`src/rtl/input_assembler.sv`:
```
// Reassembles two 9-bit pin beats (low half first) into an 18-bit element, widened to 32 bits.
// Define INPUT_ASSEMBLER_SIGN_EXT_EN to sign-extend elements; otherwise they are zero-extended.
module input_assembler #(
  parameter int unsigned FRAME_WORDS = 4
) (
  input  logic        clk,
  input  logic        rst_n,
  input  logic [8:0]  in_data,
  input  logic        in_valid,
  output logic        in_ready,
  output logic [31:0] out_data,
  output logic        out_valid,
  input  logic        out_ready,
  output logic        out_last
);

  localparam int unsigned CW = (FRAME_WORDS > 1) ? $clog2(FRAME_WORDS) : 1;
  localparam logic [CW-1:0] LAST_IDX = CW'(FRAME_WORDS - 1);

  typedef enum logic [1:0] {
    LO,
    HI,
    FULL
  } state_t;

  state_t        state, state_nxt;
  logic [8:0]    lo_buf;
  logic [CW-1:0] count;
  logic [31:0]   data_q;
  logic [13:0]   ext;
  logic          in_acc;
  logic          out_acc;

  always_comb begin
    out_valid = (state == FULL);
    out_last  = out_valid && (count == LAST_IDX);
    out_data  = data_q;
    // A held element frees its slot in the same cycle it is consumed.
    in_ready  = rst_n && ((state != FULL) || out_ready);
    in_acc    = in_valid && in_ready;
    out_acc   = out_valid && out_ready;
  end

  always_comb begin
`ifdef INPUT_ASSEMBLER_SIGN_EXT_EN
    ext = {14{in_data[8]}};
`else
    ext = '0;
`endif
  end

  always_comb begin
    state_nxt = state;
    case (state)
      LO:      if (in_acc) state_nxt = HI;
      HI:      if (in_acc) state_nxt = FULL;
      FULL:    if (out_acc) state_nxt = in_acc ? HI : LO;
      default: state_nxt = LO;
    endcase
  end

  always_ff @(posedge clk) begin
    if (!rst_n) begin
      state  <= LO;
      lo_buf <= '0;
      count  <= '0;
      data_q <= '0;
    end else begin
      state <= state_nxt;
      if (in_acc && (state != HI))
        lo_buf <= in_data;
      if (in_acc && (state == HI))
        data_q <= {ext, in_data, lo_buf};
      if (out_acc)
        count <= (count == LAST_IDX) ? '0 : count + CW'(1);
    end
  end

endmodule

```
`config.mk`:
```
export PLATFORM = sky130hd
export DESIGN_NAME = input_assembler
export DESIGN_NICKNAME = d
export VERILOG_FILES = /design/src/rtl/input_assembler.sv
export SDC_FILE = /design/constraint.sdc
export NUM_CORES = 1
export LEC_CHECK = 0
export BUFFER_PORTS_ARGS = -buffer_cell sky130_fd_sc_hd__buf_2
export CORE_ASPECT_RATIO = 2
export CORE_MARGIN = 5
export CORE_UTILIZATION = 45
export DETAILED_ROUTE_END_ITERATION = 12
export PLACE_DENSITY = 0.73
export SKIP_CTS_REPAIR_TIMING = 1
export SLEW_MARGIN = 20
export SYNTH_ARGS = -nofsm -noshare
export SYNTH_HDL_FRONTEND = slang
export SYNTH_SLANG_ARGS = --single-unit
```
`constraint.sdc`:
```
create_clock -name clk -period 1.9 [get_ports clk]
set_input_delay 0.19 -clock clk [delete_from_list [all_inputs] [get_ports clk]]
set_output_delay 0.19 -clock clk [all_outputs]
set_load 0.02 [all_outputs]
```
==> results.sh, run 1 <==
export IMPL_status="finished clean"
export IMPL_slowest_delay_ns=0.48
export IMPL_holdPathStages=3
export IMPL_routabilityCongestion=0.8268
export IMPL_grt_pass1_wl_um=4878
export IMPL_yosysWarnings=0
export IMPL_fin_setup_tns_ns=0
export IMPL_final_nets=203
export IMPL_yosys_area_share_simple_pct=23.70
export IMPL_synth_mux_area_share_pct=0.7156
export IMPL_p_total_uw=1519
export IMPL_max_slew_margin_pct=59.30
export IMPL_maxSlewViolCount=0
export IMPL_post_dp_hpwl_um=2292
export IMPL_initial_utilization_pct=46.97
export IMPL_critPathSlowestCell="or3b_4"
export IMPL_antenna_found_initial=0
export IMPL_synthAdderAreaFrac_pct=0.8945
export IMPL_drt_pass1_iterations=4
export IMPL_critical_path_depth=3
export IMPL_path_class="flip-flop to output pin"
export IMPL_cts_buffers=5
export IMPL_hold_viol=0
export IMPL_multi_input_area_um2=650.6
export IMPL_max_freq_mhz=580.7
export IMPL_cts_root_buf="clkbuf_8"
export IMPL_cellPowerDensity_nw_per_um2=945.5
export IMPL_drt_iter0_markers=15
export IMPL_crit_start="state[1]"
export IMPL_rows=28
export IMPL_ant_nets=0
export IMPL_register_area_um2=620.6
export IMPL_drt_total_wl_um=2963
export IMPL_critPathMaxFanout=12
export IMPL_synth_distinct_cells=23
export IMPL_required_ns=1.71
export IMPL_min_from="in_data[5]"
export IMPL_cts_sinks=31
export IMPL_layout_drive_gt1_share_pct=28.42
export IMPL_via_count=1111
export IMPL_drc=0
export IMPL_dpl_instance_area_um2=1489
export IMPL_gr_usage_all_layers_pct=14.49
export IMPL_drv_cap=0
export IMPL_syn_area_um2=1399
export IMPL_worstSkewPairLatency_ns=0.28
export IMPL_min_path_type="primary input to flip-flop"
export IMPL_clk_path_buf_depth=2
export IMPL_synth_xor_area_share_pct=0.6261
export IMPL_cts_tree="yes"
export IMPL_core_um2=2978
export IMPL_synth_top_family_by_area="simple AND/OR/NAND/NOR gates"
export IMPL_port_buffers=33
export IMPL_endpoint_kind="output pin"
export IMPL_antenna_cells=0
export IMPL_cts_clk_slew_worst_paths_ns=0.07
export IMPL_worstPathArrival_ns=1.53
export IMPL_die_area_um2=4391
export IMPL_setup_viol=0
export IMPL_grt_overflow=0
export IMPL_worstMarginPinSlew_ns=0.6100
export IMPL_avgRoutedWirePerCell_um=13.47
export IMPL_die_h_um=88.85
export IMPL_post_route_cell_area_um2=1607
export IMPL_rr_worst_depth=3
export IMPL_syn_to_final_growth_pct=14.85
export IMPL_rsz0062_at_grt="false"
export IMPL_vias_per_cell=5.050
export IMPL_grt_max_degree=21
export IMPL_fin_crit_ns=1.722
export IMPL_fill_cells=287
export IMPL_syn_inst=160
export IMPL_seq_area_frac_synth_pct=44.36
export IMPL_grt_pass1_vias=1133
export IMPL_clock_skew_ns=0.005869
export IMPL_crit_buf_inv=1
export IMPL_ios=48
export IMPL_holdWs_ns=0.1648
export IMPL_finalCritPeriodShare_pct=90.63
export IMPL_htree_levels=2
export IMPL_p_leak_uw=0.0006952
export IMPL_synth_seq_cells=31
export IMPL_syn_avg_cell_area_um2=8.743
export IMPL_cpLargestDelayFamily="simple AND/OR/NAND/NOR gates"
export IMPL_r2r_start="state[0]"
export IMPL_synth_compound_gate_area_share_pct=16.82
export IMPL_cp_start_kind="flip-flop"
export IMPL_vdd_drop_max_mv=0.6578
export IMPL_chipWidth_um=49.43
export IMPL_crit_chain="or3b_4, and2_1, buf_2"
-- cells in the mapped netlist --
master    number  area share (%)
nand2_1       47              13
dfxtp_1       31              44
a21boi_0      20              11
buf_4         15             8.1
nand4_1        9             4.0
o21ai_2        9             5.6
buf_2          6             2.1
and2_1         4             1.8
clkbuf_1       3            0.80
buf_6          2             1.6
nor2b_1        2            0.89
and3_4         1            0.80
and4b_1        1            0.72
conb_1         1            0.27
ha_1           1            0.89
mux2i_1        1            0.72
nand2b_1       1            0.45
nand3b_1       1            0.54
nand4b_1       1            0.63
o22ai_1        1            0.45
or3_1          1            0.45
or3b_4         1            0.80
xnor2_1        1            0.63
-- cells by family after synthesis --
family                   Yosys count
adder cells (fa/ha/maj)            1
AND/OR/NAND/NOR                   69
XOR/XNOR                           1
buffers and inverters             26
flip-flops                        31
other                              1
AO/OA/AOI/OAI                     30
multiplexers                       1
-- power breakdown --
group | switching [uW] | internal [uW] | total [uW]
Clock | 236 | 424 | 660
Combinational | 107 | 53.6 | 161
Sequential | 19.9 | 679 | 699
Total | 363 | 1160 | 1520
-- flip-flops by register name, summed over array words and instances, names as in the netlist --
| name | flops |
|---|---|
| out_data | 18 |
| lo_buf | 9 |
| state | 2 |
| count | 2 |
-- placed cells by master, fill, tap and decap left out, types with 2 or more instances in the layout --
| master | n |
|---|---|
| clkbuf_8 | 6 |
| nor2b_1 | 2 |
| a21boi_0 | 20 |
| and2_1 | 4 |
| o21ai_2 | 9 |
| nand4_1 | 9 |
| dfxtp_1 | 31 |
| buf_4 | 2 |
| nand2_1 | 47 |
| conb_1 | 14 |
| buf_2 | 33 |
-- area by class of cell --
class	instances	area share, %
tap	30	2.336
clock inverter	2	2.181
sequential	31	38.63
clock buffer	6	5.140
multi-input combinational	116	40.50
timing repair buffer	35	11.21
-- path summary, 6_finish.rpt --
path	to	slack [ns]
worst max register to register	out_data[0]	0.42
worst max-delay path	in_ready	0.18
worst min-delay path	out_data[14]	0.16
worst min register to register	out_data[9]	0.46
-- metal layers --
metal	track usage, %	vias up	part of all wire, %
li1	-	560	-
met1	12.32	515	33
met2	27.50	29	58
met3	6.239	7	6.3
met4	7.637	0	2.6
met5	0	-	0
-- worst register-to-register path, cell delays in order, from the launching register on --
cell and delay [ns]:
dfxtp_1 0.47, and4b_1 0.64, nand2_1 0.11, a21boi_0 0.18
-- metrics by stage --
stage	cells	util [%]	setup WS (ns)
after floorplan	173	-	0.5226
after global placement	212	50.00	0.5147
after detailed placement	212	50.00	0.4411
after CTS	220	53.95	0.1826
after global routing	220	53.95	0.1134
final	220	53.95	0.1780
Power figures use the tool's default switching activity.
==> inputs of run 2 (changes only) <==
--- a/config.mk
+++ b/config.mk
@@ -5,6 +5,7 @@
 export SDC_FILE = /design/constraint.sdc
 export NUM_CORES = 1
 export LEC_CHECK = 0
+export ABC_AREA = 1
 export BUFFER_PORTS_ARGS = -buffer_cell sky130_fd_sc_hd__buf_2
 export CORE_ASPECT_RATIO = 2
 export CORE_MARGIN = 5
==> constraint.sdc (replaced) <==
create_clock -name clk -period 1.8 [get_ports clk]
set_input_delay 0.18 -clock clk [delete_from_list [all_inputs] [get_ports clk]]
set_output_delay 0.18 -clock clk [all_outputs]
set_load 0.02 [all_outputs]
==> results.sh, run 2 <==
export IMPL_yosys_area_top_type_share_pct=46.44
export IMPL_min_path_type="primary input to flip-flop"
export IMPL_syn_inst=181
export IMPL_synth_area_leaders="dfxtp_1 46%, nor2_1 11%, buf_4 8.4%"
export IMPL_cellPowerDensity_nw_per_um2=887.7
export IMPL_holdPathStages=3
export IMPL_rr_worst_depth=6
export IMPL_final_nets=228
export IMPL_syn_avg_cell_area_um2=7.383
export IMPL_synth_most_common_cell="nor2_1"
export IMPL_drv_cap=0
export IMPL_dpl_instance_area_um2=1451
export IMPL_cts_clk_slew_worst_paths_ns=0.06
export IMPL_seq_area_frac_synth_pct=46.44
export IMPL_required_ns=1.62
export IMPL_maxSlewViolCount=0
export IMPL_layout_commonest_cell="nor2_1"
export IMPL_antenna_found_initial=0
export IMPL_htree_levels=2
export IMPL_initial_utilization_pct=45.96
export IMPL_cts_root_buf="clkbuf_8"
export IMPL_syn_to_final_growth_pct=14.04
export IMPL_max_freq_mhz=736.9
export IMPL_layout_common_cells="40 x nor2_1, 33 x buf_2, 31 x dfxtp_1, 25 x nand2_1, 24 x inv_1"
export IMPL_ios=48
export IMPL_layout_drive_gt1_share_pct=20.19
export IMPL_synth_seq_cells=31
export IMPL_chipWidth_um=48.53
export IMPL_post_route_cell_area_um2=1524
export IMPL_die_area_um2=4225
export IMPL_yosysTopAreaCell="dfxtp_1"
export IMPL_endpoint_kind="output pin"
export IMPL_fin_crit_ns=1.357
export IMPL_routabilityCongestion=0.6987
export IMPL_die_h_um=87.07
export IMPL_cts_buffers=5
export IMPL_rows=28
export IMPL_drc=0
export IMPL_largest_register_ffs=18
export IMPL_p_leak_uw=0.0007657
export IMPL_drt_total_wl_um=2486
export IMPL_grt_max_degree=38
export IMPL_fin_setup_tns_ns=0
export IMPL_cts_tree="yes"
export IMPL_core_um2=2908
export IMPL_status="finished clean"
export IMPL_rsz0062_at_grt="false"
export IMPL_drt_pass1_iterations=4
export IMPL_fill_cells=304
export IMPL_grt_pass1_vias=1051
export IMPL_synth_distinct_cells=18
export IMPL_cts_sinks=31
export IMPL_gr_usage_all_layers_pct=12.68
export IMPL_grt_pass1_wl_um=4257
export IMPL_synth_edf_count=0
export IMPL_ant_nets=0
export IMPL_worstPathArrival_ns=1.18
export IMPL_vdd_drop_max_mv=0.5863
export IMPL_hold_viol=0
export IMPL_synthTopCellsByCount="40 x nor2_1, 31 x dfxtp_1, 25 x nand2_1"
export IMPL_port_buffers=33
export IMPL_cp_start_kind="flip-flop"
export IMPL_clock_skew_ns=0.005711
export IMPL_grt_overflow=0
export IMPL_path_class="flip-flop to output pin"
export IMPL_syn_area_um2=1336
export IMPL_worstSkewPairLatency_ns=0.27
export IMPL_drt_iter0_markers=26
export IMPL_yosysWarnings=0
export IMPL_critPathMaxFanout=3
export IMPL_antenna_cells=0
export IMPL_setup_viol=0
export IMPL_synthArstFlopShare_pct=0
export IMPL_vias_per_cell=4.560
export IMPL_post_dp_hpwl_um=1819
export IMPL_clk_path_buf_depth=2
export IMPL_via_count=1108
export IMPL_ys_flop_type="dfxtp_1"
export IMPL_avgRoutedWirePerCell_um=10.23
export IMPL_finalCritPeriodShare_pct=75.39
[run 2: cell count changes in the layout (fill, tap and decap cells not counted), moves of 4 or more]
| cell | previous run | this run |
|---|---|---|
| a21boi_0 | 20 | 0 |
| a21oi_1 | 0 | 21 |
| inv_1 | 0 | 24 |
| o21ai_2 | 9 | 0 |
| o21ai_0 | 0 | 9 |
| and2_1 | 4 | 0 |
| nand4_1 | 9 | 0 |
| nand2_1 | 47 | 25 |
| nor2_1 | 0 | 40 |
[run 2: kinds of logic after synthesis]
logic type / synth area share (%)
and+or+nand+nor: 23.03
buffers and inverters: 18.07
DFF: 46.44
AOI/OAI and AO/OA: 11.24
adders and majority gates: 0.9362
other: 0.2806
[run 2: per-layer routing]
layer / routed length [um] / global-route usage, % / vias up / share of wire, %
li1: - / - / 586 / -
met1: 1006 / 12.49 / 482 / 40
met2: 1223 / 21.90 / 35 / 49
met3: 182 / 4.631 / 5 / 7.3
met4: 74 / 8.088 / 0 / 3.0
met5: 0 / 0 / - / 0
[run 2: final timing paths]
| kind | startpoint | endpoint | slack (ns) |
|---|---|---|---|
| worst max register to register | state[1] | out_data[1] | 0.59 |
| worst min-delay path | in_data[5] | lo_buf[5] | 0.14 |
| worst min register to register | out_data[13] | out_data[13] | 0.44 |
| worst max-delay path | count[0] | out_last | 0.44 |
[run 2: through the flow]
stage          util (%)  power (uW)  hold WS (ns)  std cells  worst slack (ns)
2_1_floorplan         -       877.3        0.3149        194            0.6415
3_3_place_gp      49.91       890.4        0.4176        237            0.6423
3_5_place_dp      49.91       892.8        0.4326        237            0.6268
4_1_cts           52.41        1378        0.1340        243            0.4169
5_1_grt           52.41        1420        0.1383        243            0.3343
6_report          52.41        1353        0.1380        243            0.4430
[run 2: cell type report]
| type | instances | area, um2 | area share [%] |
|---|---|---|---|
| clock buffers | 6 | 72.57 | 4.762 |
| inverters | 24 | 90.09 | 5.911 |
| multi-input cells | 117 | 523.0 | 34.32 |
| flip-flops and latches | 31 | 620.6 | 40.72 |
| well taps | 30 | 37.54 | 2.463 |
| repair buffers | 35 | 180.2 | 11.82 |
[run 2: critical path: stages (launching register included)]
cell	delay (ns)
dfxtp_1	0.35
ha_1	0.18
inv_1	0.04
nor3_1	0.13
buf_2	0.19
[run 2: report_power, final]
part	switching, uW	internal, uW	leakage [uW]
sequential	9.57	713	0.000252
combinational	112	44.4	0.000476
clock	218	256	0.0000371
==> inputs of run 3 (changes only) <==
==> constraint.sdc (replaced) <==
create_clock -name clk -period 1.3 [get_ports clk]
set_input_delay 0.13 -clock clk [delete_from_list [all_inputs] [get_ports clk]]
set_output_delay 0.13 -clock clk [all_outputs]
set_load 0.02 [all_outputs]
==> results.sh, run 3 (synthesis gave the netlist of run 2 again) <==
export IMPL_drt_iter0_markers=8
export IMPL_path_class="flip-flop to output pin"
export IMPL_dp_cells=237
export IMPL_endpoint_kind="output pin"
export IMPL_reg2reg_slack_ns=0.11
export IMPL_cp_start_kind="flip-flop"
export IMPL_die_area_um2=4225
export IMPL_ios=48
export IMPL_clock_skew_ns=0.007079
export IMPL_critPathMaxFanout=3
export IMPL_cts_tree="yes"
export IMPL_grt_overflow=0
export IMPL_fin_cells=245
export IMPL_rows=28
export IMPL_drt_total_wl_um=2548
export IMPL_cts_clk_slew_worst_paths_ns=0.06
export IMPL_worstPathArrival_ns=1.10
export IMPL_required_ns=1.17
export IMPL_final_nets=228
export IMPL_grt_pass1_vias=1040
export IMPL_htree_levels=2
export IMPL_register_area_um2=624.3
export IMPL_vdd_drop_max_mv=0.7724
export IMPL_drv_cap=0
export IMPL_gr_usage_all_layers_pct=13.02
export IMPL_p_total_uw=2033
export IMPL_fin_setup_tns_ns=0
export IMPL_core_um2=2908
export IMPL_cts_root_buf="clkbuf_8"
export IMPL_chipWidth_um=48.53
export IMPL_min_path_type="primary input to flip-flop"
export IMPL_max_freq_mhz=814.3
export IMPL_fin_crit_ns=1.228
export IMPL_post_dp_hpwl_um=1974
export IMPL_initial_utilization_pct=45.96
export IMPL_die_h_um=87.07
export IMPL_worstSkewPairLatency_ns=0.28
export IMPL_vias_per_cell=4.518
export IMPL_layout_commonest_cell="nor2_1"
export IMPL_rsz0062_at_grt="true"
export IMPL_status="finished clean"
export IMPL_setup_viol=0
export IMPL_avgRoutedWirePerCell_um=10.40
export IMPL_port_buffers=33
export IMPL_cts_sinks=31
export IMPL_antenna_cells=0
export IMPL_drt_pass1_iterations=4
export IMPL_antenna_found_initial=0
export IMPL_ant_nets=0
export IMPL_via_count=1107
export IMPL_largest_register_ffs=18
export IMPL_hold_viol=0
export IMPL_layout_drive_gt1_share_pct=24.19
export IMPL_p_leak_uw=0.0007841
export IMPL_grt_pass1_wl_um=4326
export IMPL_drc=0
export IMPL_syn_to_final_growth_pct=18.45
export IMPL_cellPowerDensity_nw_per_um2=1284
export IMPL_cts_buffers=5
export IMPL_maxSlewViolCount=0
export IMPL_clk_path_buf_depth=2
export IMPL_multi_input_area_um2=535.5
export IMPL_fill_cells=323
export IMPL_routabilityCongestion=0.7386
export IMPL_finalCritPeriodShare_pct=94.47
export IMPL_grt_max_degree=38
export IMPL_layout_common_cells="38 x nor2_1, 32 x buf_2, 28 x dfxtp_1, 25 x nand2_1, 24 x inv_1"
run 3: final timing paths:
check / from / end / cells after the start
worst max-delay path: count[0] / out_last / 4
worst min-delay path: in_data[4] / lo_buf[4] / 3
worst max register to register: state[1] / lo_buf[7] / 5
worst min register to register: out_data[14] / out_data[14] / 2
run 3: metal layers:
metal,track usage (%),up-vias,share of wire [%]
li1,-,589,-
met1,12.00,479,37
met2,24.17,34,54
met3,3.774,5,6.7
met4,8.088,0,2.7
met5,0,-,0
run 3: power by group:
part / internal, uW / switching (uW)
logic: 64.0 / 156
registers: 987 / 14.3
clock network: 482 / 329
run 3: stage by stage:
step | hold slack (ns) | utilization [%] | cell area [um2] | setup WS, ns
finish | 0.08944 | 54.43 | 1583 | 0.07195
CTS | 0.08153 | 53.79 | 1564 | -0.01142
floorplan | 0.2649 | - | 1385 | 0.1490
global placement | 0.3719 | 50.34 | 1464 | 0.1767
global route | 0.1071 | 54.43 | 1583 | -0.03376
detailed placement | 0.3789 | 50.34 | 1464 | 0.1271
run 3: worst max-delay path, cell delays in order, from the launching register on:
cell and delay [ns]:
dfxtp_2 0.34, ha_2 0.17, inv_1 0.05, nor3_2 0.10
buf_4 0.16
run 3: layout make-up:
class | instances | area share (%)
Clock buffer | 8 | 6.324
Inverter | 24 | 5.692
Multi-Input combinational cell | 117 | 33.83
Timing Repair Buffer | 35 | 12.33
Sequential cell | 31 | 39.45
Tap cell | 30 | 2.372
